--- src/rtl/mul_iter_radix_if.sv ---
// ---------------------------------------------------------------------------
// mul_iter_radix_if
// Request/response bundle for the iterative multiplier functional unit.
//   flush      : kill in-flight operation and any held response (to unit)
//   req_valid  : request valid (to unit)
//   req_ready  : unit can accept a request (from unit)
//   a, b       : multiplicand / multiplier operands (to unit)
//   mul_type   : 11/00 uu, 01 ss, 10 su (to unit)
//   req_tag    : tag captured with the request (to unit)
//   resp_valid : product valid (from unit)
//   resp_ready : consumer accepts the product (to unit)
//   p          : full 2*WIDTH product (from unit)
//   resp_tag   : tag of the product (from unit)
// master = issuing side (reservation station / CDB), slave = multiplier.
// ---------------------------------------------------------------------------
interface mul_iter_radix_if #(
  parameter int WIDTH = 32,
  parameter int TAG_W = 6
);
  logic               flush;
  logic               req_valid;
  logic               req_ready;
  logic [WIDTH-1:0]   a;
  logic [WIDTH-1:0]   b;
  logic [1:0]         mul_type;
  logic [TAG_W-1:0]   req_tag;
  logic               resp_valid;
  logic               resp_ready;
  logic [2*WIDTH-1:0] p;
  logic [TAG_W-1:0]   resp_tag;

  modport master (
    output flush, req_valid, a, b, mul_type, req_tag, resp_ready,
    input  req_ready, resp_valid, p, resp_tag
  );

  modport slave (
    input  flush, req_valid, a, b, mul_type, req_tag, resp_ready,
    output req_ready, resp_valid, p, resp_tag
  );
endinterface

--- src/rtl/mul_iter_radix.sv ---
// ---------------------------------------------------------------------------
// mul_iter_radix
// Iterative sign-magnitude shift-add multiplier (MUL/MULH/MULHSU/MULHU).
// Retires BITS_PER_CYCLE multiplier bits per clock; zero operands finish in
// one cycle.
// Ports:
//   clk : clock, rising edge
//   rst : asynchronous active-low reset
//   bus : mul_iter_radix_if.slave (handshakes, operands, tag, flush, product)
// Parameters: WIDTH (multiple of BITS_PER_CYCLE), BITS_PER_CYCLE (1/2/4/8),
// TAG_W. The interface instance must use the same WIDTH and TAG_W.
// ---------------------------------------------------------------------------
module mul_iter_radix #(
  parameter int WIDTH          = 32,
  parameter int BITS_PER_CYCLE = 4,
  parameter int TAG_W          = 6
) (
  input logic             clk,
  input logic             rst,
  mul_iter_radix_if.slave bus
);
  localparam int ITERS = WIDTH / BITS_PER_CYCLE;
  localparam int CNT_W = $clog2(ITERS + 1);

  typedef enum logic [1:0] {
    IDLE = 2'd0,
    BUSY = 2'd1,
    DONE = 2'd2
  } state_t;

  state_t state_reg, state_next;

  logic [2*WIDTH-1:0] mcand_reg;    // |a|, pre-shifted to the current offset
  logic [WIDTH-1:0]   mplier_reg;   // |b|, consumed from the LSB end
  logic [2*WIDTH-1:0] acc_reg;
  logic [2*WIDTH-1:0] p_reg;
  logic               neg_reg;
  logic [CNT_W-1:0]   cnt_reg;
  logic [TAG_W-1:0]   tag_reg;
  logic [TAG_W-1:0]   resp_tag_reg;

  // Operand decode. Negating the most-negative value yields 2^(WIDTH-1),
  // which is still the correct unsigned magnitude.
  logic             a_neg, b_neg;
  logic [WIDTH-1:0] a_mag, b_mag;
  logic             op_zero, accept, last_iter;

  always_comb begin
    a_neg   = ((bus.mul_type == 2'b01) || (bus.mul_type == 2'b10)) && bus.a[WIDTH-1];
    b_neg   = (bus.mul_type == 2'b01) && bus.b[WIDTH-1];
    a_mag   = a_neg ? -bus.a : bus.a;
    b_mag   = b_neg ? -bus.b : bus.b;
    op_zero = (bus.a == '0) || (bus.b == '0);
  end

  assign accept    = (state_reg == IDLE) && bus.req_valid && !bus.flush;
  assign last_iter = (cnt_reg == CNT_W'(1));

  // Partial product for this cycle: one shifted copy of |a| per multiplier
  // bit in the current digit, summed below.
  logic [2*WIDTH-1:0] pp_term [BITS_PER_CYCLE];
  logic [2*WIDTH-1:0] pp_sum;
  logic [2*WIDTH-1:0] acc_sum;

  generate
    for (genvar gi = 0; gi < BITS_PER_CYCLE; gi++) begin : g_pp
      assign pp_term[gi] = mplier_reg[gi] ? (mcand_reg << gi) : '0;
    end
  endgenerate

  always_comb begin
    pp_sum = '0;
    for (int i = 0; i < BITS_PER_CYCLE; i++) begin
      pp_sum = pp_sum + pp_term[i];
    end
    acc_sum = acc_reg + pp_sum;
  end

  // State register
  always_ff @(posedge clk or negedge rst) begin
    if (!rst) begin
      state_reg <= IDLE;
    end else begin
      state_reg <= state_next;
    end
  end

  // Next-state logic; flush overrides both accept and the response handshake
  always_comb begin
    state_next = state_reg;
    case (state_reg)
      IDLE: begin
        if (accept) begin
          state_next = op_zero ? DONE : BUSY;
        end
      end
      BUSY: begin
        if (bus.flush) begin
          state_next = IDLE;
        end else if (last_iter) begin
          state_next = DONE;
        end
      end
      DONE: begin
        if (bus.flush || bus.resp_ready) begin
          state_next = IDLE;
        end
      end
      default: state_next = IDLE;
    endcase
  end

  // Datapath
  always_ff @(posedge clk or negedge rst) begin
    if (!rst) begin
      mcand_reg    <= '0;
      mplier_reg   <= '0;
      acc_reg      <= '0;
      p_reg        <= '0;
      neg_reg      <= 1'b0;
      cnt_reg      <= '0;
      tag_reg      <= '0;
      resp_tag_reg <= '0;
    end else if (accept) begin
      mcand_reg  <= {{WIDTH{1'b0}}, a_mag};
      mplier_reg <= b_mag;
      acc_reg    <= '0;
      neg_reg    <= a_neg ^ b_neg;
      cnt_reg    <= CNT_W'(ITERS);
      tag_reg    <= bus.req_tag;
      if (op_zero) begin
        // Early-out: the response is complete right away, sign irrelevant
        p_reg        <= '0;
        resp_tag_reg <= bus.req_tag;
      end
    end else if ((state_reg == BUSY) && !bus.flush) begin
      acc_reg    <= acc_sum;
      mcand_reg  <= mcand_reg << BITS_PER_CYCLE;
      mplier_reg <= mplier_reg >> BITS_PER_CYCLE;
      cnt_reg    <= cnt_reg - CNT_W'(1);
      if (last_iter) begin
        // Final digit folds straight into the result latch
        p_reg        <= neg_reg ? -acc_sum : acc_sum;
        resp_tag_reg <= tag_reg;
      end
    end
  end

  // req_ready is gated by rst so it reads 0 while reset is held
  assign bus.req_ready  = (state_reg == IDLE) && !bus.flush && rst;
  assign bus.resp_valid = (state_reg == DONE);
  assign bus.p          = p_reg;
  assign bus.resp_tag   = resp_tag_reg;

endmodule
--- src/flat_wrapper.sv ---
// flat-port wrapper written by rule: the top's interface ports become plain ports
module mul_iter_radix_flat 
#(
  parameter int WIDTH          = 32,
  parameter int BITS_PER_CYCLE = 4,
  parameter int TAG_W          = 6
)
  (clk, rst, bus_flush, bus_req_valid, bus_a, bus_b, bus_mul_type, bus_req_tag, bus_resp_ready, bus_req_ready, bus_resp_valid, bus_p, bus_resp_tag);
  mul_iter_radix_if #(.WIDTH(WIDTH), .TAG_W(TAG_W)) bus_i ();
  input logic clk;
  input logic rst;
  input wire logic [$bits(bus_i.flush)-1:0] bus_flush;
  input wire logic [$bits(bus_i.req_valid)-1:0] bus_req_valid;
  input wire logic [$bits(bus_i.a)-1:0] bus_a;
  input wire logic [$bits(bus_i.b)-1:0] bus_b;
  input wire logic [$bits(bus_i.mul_type)-1:0] bus_mul_type;
  input wire logic [$bits(bus_i.req_tag)-1:0] bus_req_tag;
  input wire logic [$bits(bus_i.resp_ready)-1:0] bus_resp_ready;
  output wire logic [$bits(bus_i.req_ready)-1:0] bus_req_ready;
  output wire logic [$bits(bus_i.resp_valid)-1:0] bus_resp_valid;
  output wire logic [$bits(bus_i.p)-1:0] bus_p;
  output wire logic [$bits(bus_i.resp_tag)-1:0] bus_resp_tag;
  assign bus_i.flush = bus_flush;
  assign bus_i.req_valid = bus_req_valid;
  assign bus_i.a = bus_a;
  assign bus_i.b = bus_b;
  assign bus_i.mul_type = bus_mul_type;
  assign bus_i.req_tag = bus_req_tag;
  assign bus_i.resp_ready = bus_resp_ready;
  assign bus_req_ready = bus_i.req_ready;
  assign bus_resp_valid = bus_i.resp_valid;
  assign bus_p = bus_i.p;
  assign bus_resp_tag = bus_i.resp_tag;
  mul_iter_radix #(.WIDTH(WIDTH), .BITS_PER_CYCLE(BITS_PER_CYCLE), .TAG_W(TAG_W)) u_core (.clk(clk), .rst(rst), .bus(bus_i));
endmodule
--- config.mk ---
export PLATFORM = sky130hd
export DESIGN_NAME = mul_iter_radix_flat
export DESIGN_NICKNAME = d
export VERILOG_FILES = /design/src/rtl/mul_iter_radix_if.sv /design/src/rtl/mul_iter_radix.sv /design/src/flat_wrapper.sv
export SDC_FILE = /design/constraint.sdc
export NUM_CORES = 1
export LEC_CHECK = 0
export ABC_AREA = 1
export ABC_CLOCK_PERIOD_IN_PS = 14700
export CORE_MARGIN = 2
export CORE_UTILIZATION = 55
export CTS_BUF_LIST = sky130_fd_sc_hd__clkbuf_2 sky130_fd_sc_hd__clkbuf_4 sky130_fd_sc_hd__clkbuf_8
export DETAILED_ROUTE_END_ITERATION = 12
export GPL_ROUTABILITY_DRIVEN = 0
export PLACE_DENSITY_LB_ADDON = 0.25
export SLEW_MARGIN = 20
export SYNTH_ARGS = -nofsm -noshare
export SYNTH_HDL_FRONTEND = slang
export SYNTH_SLANG_ARGS = --single-unit
--- constraint.sdc ---
create_clock -name clk -period 14.7 [get_ports clk]
set_clock_uncertainty 0.05 [all_clocks]
set_input_delay 1.47 -clock clk [delete_from_list [all_inputs] [get_ports clk]]
set_output_delay 1.47 -clock clk [all_outputs]
set_load 0.02 [all_outputs]
==> results.py <==
metrics = {
    "grt": {
        "track_usage_pct": 31.8,
        "grt-ovfl-total": 0,
        "grt_pass1_wl_um": 118000,
        "grt_max_degree": 143,
        "antenna_found_initial": 0,
        "grt_pass1_vias": 22651,
    },
    "clock_tree": {
        "cts_sinks": 243,
        "cts_max_path_buffers": 3,
        "cts_root_buf": "clkbuf_8",
        "hold_buffers": 0,
        "cts-buffers-inserted": 48,
        "cts_setup_buffers": 0,
        "cts_max_level": 2,
        "clk_pin_slew_ns": 0.07,
        "clkLatencyLatePin_ns": 0.65,
        "cts_tree": "yes",
        "cts_resized": 0,
    },
    "logic_synthesis": {
        "yosysWarnings": 0,
        "synthSimpleGateAreaFrac_pct": 28.5,
        "synthesis.nets": 4101,
        "synth_top_family_by_area": "simple AND/OR/NAND/NOR gates",
        "synth-xor-area-share_pct": 3.33,
        "synth.distinct_cells": 54,
        "synth-seq-cells": 243,
        "yosysSeqAreaShare_pct": 24.4,
        "synthCells": 3771,
        "synth.top_cells.by_area": "dfrtp_1, nand2_1, fa_1",
        "syn_area_per_cell_um2": 6.62,
        "ys.flop_type": "dfrtp_1",
        "syn_area_um2": 25000,
        "synthMuxAreaShare_pct": 0,
        "synth_compound_gate_area_share_pct": 9.91,
        "synthAdderAreaFrac_pct": 18.2,
        "yosysTopAreaCell": "dfrtp_1",
        "synth_top_area_share_pct": 24.4,
        "synth_edf_count": 0,
        "synthArstFlopShare_pct": 100,
    },
    "routing": {
        "drt-met1-wl_um": 33300,
        "routed_via_density": 5.25,
        "top_layer": "met4",
        "drtAntennaViolNets": 0,
        "drc": 0,
        "wl_met3_um": 6860,
        "wirelength_um": 73600,
        "drt-wirelength-per-cell_um": 16.3,
        "via_count": 23734,
        "drtIter0Drc": 2257,
        "firstDrtPassIters": 8,
        "met2_length_um": 30700,
    },
    "die": {
        "dieArea_um2": 47100,
        "io_pins": 149,
        "die_x_um": 217,
        "chipHeight_um": 217,
        "placementRows": 78,
        "start_util_pct": 55.4,
        "coreArea_um2": 45100,
    },
    "critical_path": {
        "crit_fanout": 33,
        "critPathLaunchType": "register",
        "worst_ep_arrival_time_ns": 6.82,
        "critPathKind": "reg2reg",
        "cp_data_required_time_ns": 15.23,
        "reg2regPathDepth": 25,
        "worstReg2RegStart": "u_core.mplier_reg[1]",
        "cp-startpoint": "u_core.mplier_reg[1]",
        "cp-end-kind": "register",
    },
    "cells_and_area": {
        "diodes": 0,
        "area_growth_syn_to_layout_pct": 12.0,
        "register_area_um2": 6090,
        "layout_commonest_cell": "nand2_1",
        "nFillCells": 4290,
        "nNetsFinal": 4215,
        "multi_input_area_um2": 15000,
        "final_area_um2": 28000,
        "drive_above_1_share_pct": 5.33,
        "final_cell_mix": "nand2_1, inv_1, dfrtp_1, nor2_1, o21ai_0",
    },
    "sta": {
        "period_share_pct": 42.9,
        "setup_viol": 0,
        "whs_ns": 0.420,
        "rsz0062_at_grt": "no",
        "worst_pin_slew_ns": 1.10,
        "max_freq_mhz": 159,
        "min_period_ns": 6.30,
        "slew_viol_final": 0,
        "hold_viol": 0,
        "slew_headroom_pct": 26.9,
        "fin_tns_setup_ns": 0,
    },
    "flow_run": {
        "cap_violations": 0,
    },
    "place": {
        "dpl_cell_area_um2": 26900,
        "port_buffers": 148,
        "dpl.hpwl_um": 56200,
    },
    "run_status": {
        "outcome": "complete, no violations",
    },
    "hold_path": {
        "whs_path_depth": 2,
        "hold_path_class": "reg2reg",
        "hp-start": "u_core.tag_reg[2]",
    },
}
cells in the mapped netlist (all sizes together) (2+ instances only):
master / number
a21oi: 89
a22o: 8
a31oi: 13
a32o: 2
and2: 4
buf: 24
clkbuf: 78
dfrtp: 243
fa: 184
ha: 69
inv: 926
nand2: 1238
nand3: 130
nand3b: 16
nand4: 34
nor2: 247
nor3: 26
nor4: 9
o211ai: 6
o21ai: 219
o21bai: 6
o221ai: 6
o22ai: 83
o31ai: 4
or2: 5
or4: 2
xnor2: 35
xor2: 59
per-stage QoR:
step | setup slack (ns) | utilization, % | std cells
2_1_floorplan | 9.74 | - | 3771
3_3_place_gp | 8.69 | 59.7 | 4434
3_5_place_dp | 8.62 | 59.7 | 4434
4_1_cts | 8.58 | 61.9 | 4518
5_1_grt | 7.96 | 62.0 | 4519
6_report | 8.40 | 62.0 | 4519
path summary, 6_finish.rpt:
kind / endpoint / slack (ns)
setup / recovery: u_core.bus.p[41] / 8.40
hold / removal: u_core.tag_reg[2] / 0.42
setup reg to reg: u_core.bus.p[41] / 8.40
hold reg to reg: u_core.tag_reg[2] / 0.42
max in group asynchronous: u_core.bus.p[61] / 10.95
min in group asynchronous: u_core.bus.p[5] / 0.71
cells by family after synthesis:
logic type | after synthesis
AOI/OAI and AO/OA | 440
xor gates and xnor gates | 94
adders and majority gates | 253
buffers and inverters | 1029
DFF | 243
and+or+nand+nor | 1712
routing by layer:
metal / global-route usage [%] / vias to the layer above
li1: - / 11537
met1: 47.1 / 10956
met2: 46.8 / 1065
met3: 4.89 / 176
met4: 12.4 / 0
met5: 0 / -
critical path: stages, from the launching register on:
cell and delay [ns]:
dfrtp_2 0.72, buf_4 0.44, nand2_1 0.10, inv_1 0.08
fa_1 0.43, fa_1 0.54, inv_1 0.05, fa_1 0.43
inv_1 0.07, ha_1 0.30, inv_1 0.09, fa_1 0.55
inv_1 0.09, nor3_1 0.33, nand3_1 0.21, nor2_2 0.22
nand2_1 0.10, nor2_1 0.11, nand2_1 0.08, nor2_1 0.23
nand4_1 0.37, nand2_1 0.27, nand2_1 0.10, nand2_1 0.07
nand2_1 0.04, o21ai_1 0.14
cell type report:
cell class,instances,share of cell area [%]
Inverter,927,12.5
Sequential cell,243,21.8
Clock buffer,70,3.18
Timing Repair Buffer,166,5.87
Clock inverter,14,0.403
Tap cell,600,2.69
Multi-Input combinational cell,2499,53.6
Power is not shown: default switching activity piles up to over one toggle a cycle in this logic, so the estimate is an artifact.
